--- config.mk ---
export PLATFORM = sky130hd
export DESIGN_NAME = ps2_key_tracker
export DESIGN_NICKNAME = d
export VERILOG_FILES = /design/src/rtl/ps2_pkg.sv /design/src/rtl/ps2_key_table.sv /design/src/rtl/ps2_key_tracker.sv
export SDC_FILE = /design/constraint.sdc
export NUM_CORES = 1
export LEC_CHECK = 0
export BUFFER_PORTS_ARGS = -buffer_cell sky130_fd_sc_hd__buf_4
export CELL_PAD_IN_SITES_DETAIL_PLACEMENT = 2
export CELL_PAD_IN_SITES_GLOBAL_PLACEMENT = 2
export CORE_MARGIN = 3
export CORE_UTILIZATION = 40
export CTS_CLUSTER_SIZE = 30
export DETAILED_ROUTE_END_ITERATION = 8
export PLACE_DENSITY = 0.86
export SETUP_SLACK_MARGIN = 0.2
export SLEW_MARGIN = 0
export SYNTH_ARGS = -nofsm -noshare
export SYNTH_HDL_FRONTEND = slang
export SYNTH_SLANG_ARGS = --single-unit
--- constraint.sdc ---
create_clock -name clk -period 3.7 [get_ports clk]
set_input_delay 0.925 -clock clk [delete_from_list [all_inputs] [get_ports clk]]
set_output_delay 0.925 -clock clk [all_outputs]
set_load 0.01 [all_outputs]
--- src/rtl/ps2_pkg.sv ---
// Shared definitions for the PS/2 key tracker: prefix byte values, decoder
// state encoding and the 9-bit {ext, code} key identifier.
package ps2_pkg;

    localparam int unsigned KEY_CODE_W = 9;

    localparam logic [7:0] PS2_EXT = 8'hE0;
    localparam logic [7:0] PS2_BRK = 8'hF0;
    localparam logic [7:0] PS2_NUL = 8'h00;

    typedef enum logic [1:0] {
        S_IDLE    = 2'd0,
        S_EXT     = 2'd1,
        S_BRK     = 2'd2,
        S_EXT_BRK = 2'd3
    } ps2_state_e;

    typedef struct packed {
        logic       ext;
        logic [7:0] code;
    } key_code_t;

endpackage

--- src/rtl/ps2_key_table.sv ---
// MAX_KEYS-entry CAM of held key codes.
// Ports: clk/clrn clock and async reset; flush synchronous clear;
//        lookup_code key compared against valid slots; insert writes
//        lookup_code into the lowest free slot; remove frees the slot that
//        holds lookup_code; hit/full lookup status; count popcount of valid
//        slots; busy registered (count != 0).
module ps2_key_table
    import ps2_pkg::*;
#(
    parameter  int unsigned MAX_KEYS = 4,
    localparam int unsigned IDX_W    = (MAX_KEYS > 1) ? $clog2(MAX_KEYS) : 1,
    localparam int unsigned CNT_W    = $clog2(MAX_KEYS + 1)
) (
    input  logic             clk,
    input  logic             clrn,
    input  logic             flush,
    input  key_code_t        lookup_code,
    input  logic             insert,
    input  logic             remove,
    output logic             hit,
    output logic             full,
    output logic [CNT_W-1:0] count,
    output logic             busy
);

    key_code_t           code_q [MAX_KEYS];
    logic [MAX_KEYS-1:0] valid_q, valid_d;
    logic [CNT_W-1:0]    count_q, count_d;
    logic                busy_q;
    logic [IDX_W-1:0]    hit_idx;
    logic [IDX_W-1:0]    free_idx;
    logic                free_found;

    // Match only valid slots; codes are unique so the first hit is the hit.
    always_comb begin
        hit     = 1'b0;
        hit_idx = '0;
        for (int i = 0; i < MAX_KEYS; i++) begin
            if (!hit && valid_q[i] && (code_q[i] == lookup_code)) begin
                hit     = 1'b1;
                hit_idx = IDX_W'(i);
            end
        end
    end

    // Lowest-index free slot.
    always_comb begin
        free_found = 1'b0;
        free_idx   = '0;
        for (int i = 0; i < MAX_KEYS; i++) begin
            if (!free_found && !valid_q[i]) begin
                free_found = 1'b1;
                free_idx   = IDX_W'(i);
            end
        end
        full = &valid_q;
    end

    // Next valid vector and its popcount.
    always_comb begin
        valid_d = valid_q;
        if (flush) begin
            valid_d = '0;
        end else begin
            for (int i = 0; i < MAX_KEYS; i++) begin
                if (insert && !full && (free_idx == IDX_W'(i))) valid_d[i] = 1'b1;
                if (remove && hit && (hit_idx == IDX_W'(i)))    valid_d[i] = 1'b0;
            end
        end
        count_d = '0;
        for (int i = 0; i < MAX_KEYS; i++) begin
            count_d = count_d + CNT_W'(valid_d[i]);
        end
    end

    always_ff @(posedge clk or negedge clrn) begin
        if (!clrn) begin
            valid_q <= '0;
            count_q <= '0;
            busy_q  <= 1'b0;
            for (int i = 0; i < MAX_KEYS; i++) code_q[i] <= '0;
        end else begin
            valid_q <= valid_d;
            count_q <= count_d;
            busy_q  <= (count_d != '0);
            for (int i = 0; i < MAX_KEYS; i++) begin
                if (!flush && insert && !full && (free_idx == IDX_W'(i))) begin
                    code_q[i] <= lookup_code;
                end
            end
        end
    end

    assign count = count_q;
    assign busy  = busy_q;

endmodule

--- src/rtl/ps2_key_tracker.sv ---
// PS/2 scan-code decoder with multi-key tracking. Decodes E0/F0 prefixes,
// keeps up to MAX_KEYS held keys and emits one-cycle make/break events.
// Optional macro PS2_TYPEMATIC_EN: repeats of held keys raise an event with
// event_repeat=1; otherwise repeats are suppressed and event_repeat is 0.
// Ports: clk, clrn (async active-low reset); data/ready input bytes;
//        clear synchronous flush; event_valid/event_code/event_make/
//        event_repeat event outputs; pressing, key_count, overflow status.
module ps2_key_tracker
    import ps2_pkg::*;
#(
    parameter  int unsigned MAX_KEYS = 4,
    localparam int unsigned CNT_W    = $clog2(MAX_KEYS + 1)
) (
    input  logic             clk,
    input  logic             clrn,
    input  logic [7:0]       data,
    input  logic             ready,
    input  logic             clear,
    output logic             event_valid,
    output logic [8:0]       event_code,
    output logic             event_make,
    output logic             event_repeat,
    output logic             pressing,
    output logic [CNT_W-1:0] key_count,
    output logic             overflow
);

    ps2_state_e state_q, state_d;
    logic       ev_valid_q, ev_valid_d;
    key_code_t  ev_code_q, ev_code_d;
    logic       ev_make_q, ev_make_d;
    logic       ovf_q, ovf_d;
    logic       is_make, is_break;
    logic       tbl_insert, tbl_remove, tbl_hit, tbl_full;
    key_code_t  cur_code;
`ifdef PS2_TYPEMATIC_EN
    logic       ev_rep_q, ev_rep_d;
`endif

    // Key identifier for the current byte; ext comes from the prefix state.
    assign cur_code = '{ext: (state_q == S_EXT) || (state_q == S_EXT_BRK), code: data};

    ps2_key_table #(.MAX_KEYS(MAX_KEYS)) u_table (
        .clk         (clk),
        .clrn        (clrn),
        .flush       (clear),
        .lookup_code (cur_code),
        .insert      (tbl_insert),
        .remove      (tbl_remove),
        .hit         (tbl_hit),
        .full        (tbl_full),
        .count       (key_count),
        .busy        (pressing)
    );

    // Decoder next-state and event generation.
    always_comb begin
        state_d    = state_q;
        ev_valid_d = 1'b0;
        ev_code_d  = ev_code_q;
        ev_make_d  = ev_make_q;
        ovf_d      = ovf_q;
        tbl_insert = 1'b0;
        tbl_remove = 1'b0;
        is_make    = 1'b0;
        is_break   = 1'b0;
`ifdef PS2_TYPEMATIC_EN
        ev_rep_d   = ev_rep_q;
`endif

        if (clear) begin
            state_d   = S_IDLE;
            ev_code_d = '0;
            ev_make_d = 1'b0;
            ovf_d     = 1'b0;
`ifdef PS2_TYPEMATIC_EN
            ev_rep_d  = 1'b0;
`endif
        end else if (ready && (data != PS2_NUL)) begin
            case (state_q)
                S_IDLE: begin
                    if (data == PS2_EXT)      state_d = S_EXT;
                    else if (data == PS2_BRK) state_d = S_BRK;
                    else                      is_make = 1'b1;
                end
                S_EXT: begin
                    if (data == PS2_BRK) begin
                        state_d = S_EXT_BRK;
                    end else if (data != PS2_EXT) begin
                        is_make = 1'b1;
                        state_d = S_IDLE;
                    end
                end
                // A second prefix after F0 is a protocol error: drop to idle.
                S_BRK, S_EXT_BRK: begin
                    state_d  = S_IDLE;
                    is_break = (data != PS2_EXT) && (data != PS2_BRK);
                end
                default: state_d = S_IDLE;
            endcase
        end

        if (is_make) begin
            if (tbl_hit) begin
`ifdef PS2_TYPEMATIC_EN
                ev_valid_d = 1'b1;
                ev_code_d  = cur_code;
                ev_make_d  = 1'b1;
                ev_rep_d   = 1'b1;
`endif
            end else if (!tbl_full) begin
                tbl_insert = 1'b1;
                ev_valid_d = 1'b1;
                ev_code_d  = cur_code;
                ev_make_d  = 1'b1;
`ifdef PS2_TYPEMATIC_EN
                ev_rep_d   = 1'b0;
`endif
            end else begin
                ovf_d = 1'b1;
            end
        end

        if (is_break && tbl_hit) begin
            tbl_remove = 1'b1;
            ev_valid_d = 1'b1;
            ev_code_d  = cur_code;
            ev_make_d  = 1'b0;
`ifdef PS2_TYPEMATIC_EN
            ev_rep_d   = 1'b0;
`endif
        end
    end

    always_ff @(posedge clk or negedge clrn) begin
        if (!clrn) begin
            state_q    <= S_IDLE;
            ev_valid_q <= 1'b0;
            ev_code_q  <= '0;
            ev_make_q  <= 1'b0;
            ovf_q      <= 1'b0;
`ifdef PS2_TYPEMATIC_EN
            ev_rep_q   <= 1'b0;
`endif
        end else begin
            state_q    <= state_d;
            ev_valid_q <= ev_valid_d;
            ev_code_q  <= ev_code_d;
            ev_make_q  <= ev_make_d;
            ovf_q      <= ovf_d;
`ifdef PS2_TYPEMATIC_EN
            ev_rep_q   <= ev_rep_d;
`endif
        end
    end

    assign event_valid = ev_valid_q;
    assign event_code  = ev_code_q;
    assign event_make  = ev_make_q;
    assign overflow    = ovf_q;
`ifdef PS2_TYPEMATIC_EN
    assign event_repeat = ev_rep_q;
`else
    assign event_repeat = 1'b0;
`endif

endmodule

==> qor.csv <==
metric,value,unit
Pre-Repair DR Iteration Count,4,
vias in the first global route,2289,
largest net degree at the start of global routing,59,
io pins,29,
data arrival time of the critical path,3650,ps
diode count,0,
Syn-to-layout area delta,24.44,%
status,"finished, final reports clean",
"area leader, netlist",dfrtp_1,
CP Launch Type,primary input,
nets,287,
Worst-Skew Late Latency,350,ps
register area share after synthesis,0.4974,
post-synthesis cell type count,39,
fin. max-slew vios,0,
post-synthesis register bit count,58,
Required @ worst endpoint,3920,ps
Crit Path Class,primary input to register,
Die ar.,0.008355,mm2
gr usage total,0.2133,
setup total negative slack,0,ps
mapped cell area,0.002918,mm2
"Core Util, Final",0.5229,
via/cell ratio,5.366,
initial antenna violation count,0,
peak fanout along the critical path,11,
DIE HEIGHT,91.41,um
Ys Warns,0,
dpl cell area,0.003296,mm2
TritonCTS clock tree,done,
GPL Wtd Cong,0.8183,
"Min Clock Period, post-route",3425,ps
clock sink count,58,
Syn Inst Count,230,
Avg Inst Size Synth,12.69,um2
I/O Buffers,27,
Cell Pwr Density,453.8,mW/mm2
RSZ-0062 raised after global routing,false,
Slew @ Worst Pin,751.8,ps
post-route ant nets,0,
Root Buffer Master,clkbuf_8,
detailed router's first-iteration violation count,92,
clock tree buffer depth,2,
H-tree levels,3,
Die X,91.41,um
setup skew after layout,10.83,ps
Worst slew margin,0.4988,
"commonest non-fill, non-tap cell in the layout",dfrtp_1,
Max Fclk,292.0,MHz
global-route wire length before repair,13.17,mm
worst hold path class,register to register,
CTS buffer count,9,
Synth area leaders,"dfrtp_1, mux2_2, xnor2_1",
# rows,30,
final hold violations,0,
"commonest cells after routing, fill and taps aside","dfrtp_1, buf_4, mux2_2",
Initial Util,0.4202,
Post-Route WL,8.465,mm
worst-case hold slack,516.6,ps
CORE AREA,0.006944,mm2
HPWL Detailed,5.812,mm
GRT overflow,0,
Clock transition at path regs,70,ps
Setup crit end kind,register,
layout cells sized above 1,0.4638,
MaxCap Viol Count,0,
Peak supply drop,0.0002185,V
total number of vias,1996,
static leakage,0.001571,uW
Final Cell Area,0.003631,mm2
post-synthesis net count,245,
post-synth top area share,0.4974,
Setup Viol. Count Final,0,
"Cell Count, Final, Fillers Out",372,
routed len/inst,22.76,um
Final period util,0.9257,
dpl cells,356,
Remaining DRCs,0,
-- final cells by class --
cell class / instances / area, um2
clock buffer: 10 / 137.6
clock inverter: 5 / 55.05
fill: 664 / 3313
inverter: 5 / 18.77
multi-input combinational: 153 / 1483
sequential: 58 / 1453
tap: 96 / 120.1
timing repair buffer: 45 / 364.1
-- cell families after synthesis --
family	Yosys count	share of synthesized area
flops	58	0.4974
compound gates	14	0.03817
other cells	1	0.001285
xor+xnor	36	0.1081
buf+inv	19	0.03988
mux	46	0.1775
fa+ha+maj	3	0.01544
simple gates	53	0.1222
-- metrics by stage --
step                      worst slack, ps  power (uW)
after floorplan                     123.8       936.1
after detailed placement           -116.7        1035
after global placement              59.23        1005
after global routing                197.8        1728
after CTS                           202.7        1626
final                               275.0        1648
-- what timing repair did --
item	in CTS	in global routing
buffers inserted	0	1
endpoints found under the setup margin	0	1
hold buffers	0	0
gates resized for setup	0	25
-- path summary, 6_finish.rpt --
path	from	endpoint	slack, ps	cells past startpoint
worst min register to register	overflow	overflow	520	1
worst max register to register	state_q[0]	u_table.busy	430	13
max in group asynchronous	clrn	state_q[0]	2530	1
worst max-delay path	data[5]	u_table.busy	280	14
worst min-delay path	overflow	overflow	520	1
min in group asynchronous	clrn	event_valid	640	1
-- power by group --
group / internal, uW / switching (uW) / leakage [uW]
clock network: 323 / 261 / 0.0000941
registers: 704 / 63.3 / 0.000752
logic: 158 / 139 / 0.000726
total: 1190 / 463 / 0.00157
-- Yosys cell counts --
master,count
nand4_1,8
nor2_1,2
fa_1,1
buf_2,6
nor3_1,7
o221ai_1,1
nand3_1,3
ha_1,2
or4_4,1
dfrtp_1,58
nand2b_1,1
nor3_4,1
conb_1,1
a41oi_1,2
buf_4,4
nand3b_1,1
buf_6,3
inv_1,5
clkbuf_1,1
or3_1,3
o21a_1,1
o211a_1,1
a22oi_1,1
xor2_1,1
a21oi_2,1
o221a_2,2
o21ai_0,3
a22o_1,1
mux2_2,38
or4_1,2
nor4_4,3
nor2b_1,9
nor3b_1,1
nand2_1,9
a21oi_1,1
nor4_1,1
mux2_1,8
xnor2_1,35
and3_1,1
-- sequential cells by signal, indices dropped and copies added, names as in the netlist --
signal,count
u_table.busy,1
u_table.valid_q,4
state_q,2
u_table.count,3
event_valid,1
u_table.code_q,36
event_code,9
overflow,1
event_make,1
-- critical path, stage by stage --
cell and delay, ps:
buf_8 130, xnor2_4 150, nand4_1 150, nor3_1 70, buf_4 140, or4_4 590
nor3_2 130, o211a_1 230, ha_4 150, inv_2 30, fa_2 320, inv_1 70
ha_1 230, or3_1 310
-- routing by layer --
metal	track usage	vias to the layer above	share of wire
met2	0.3968	49	0.55
met5	0	-	0
met4	0.09296	0	0.022
li1	-	885	-
met1	0.2323	1045	0.40
met3	0.04060	17	0.032
Note: power is estimated with default switching activity, not from simulation.
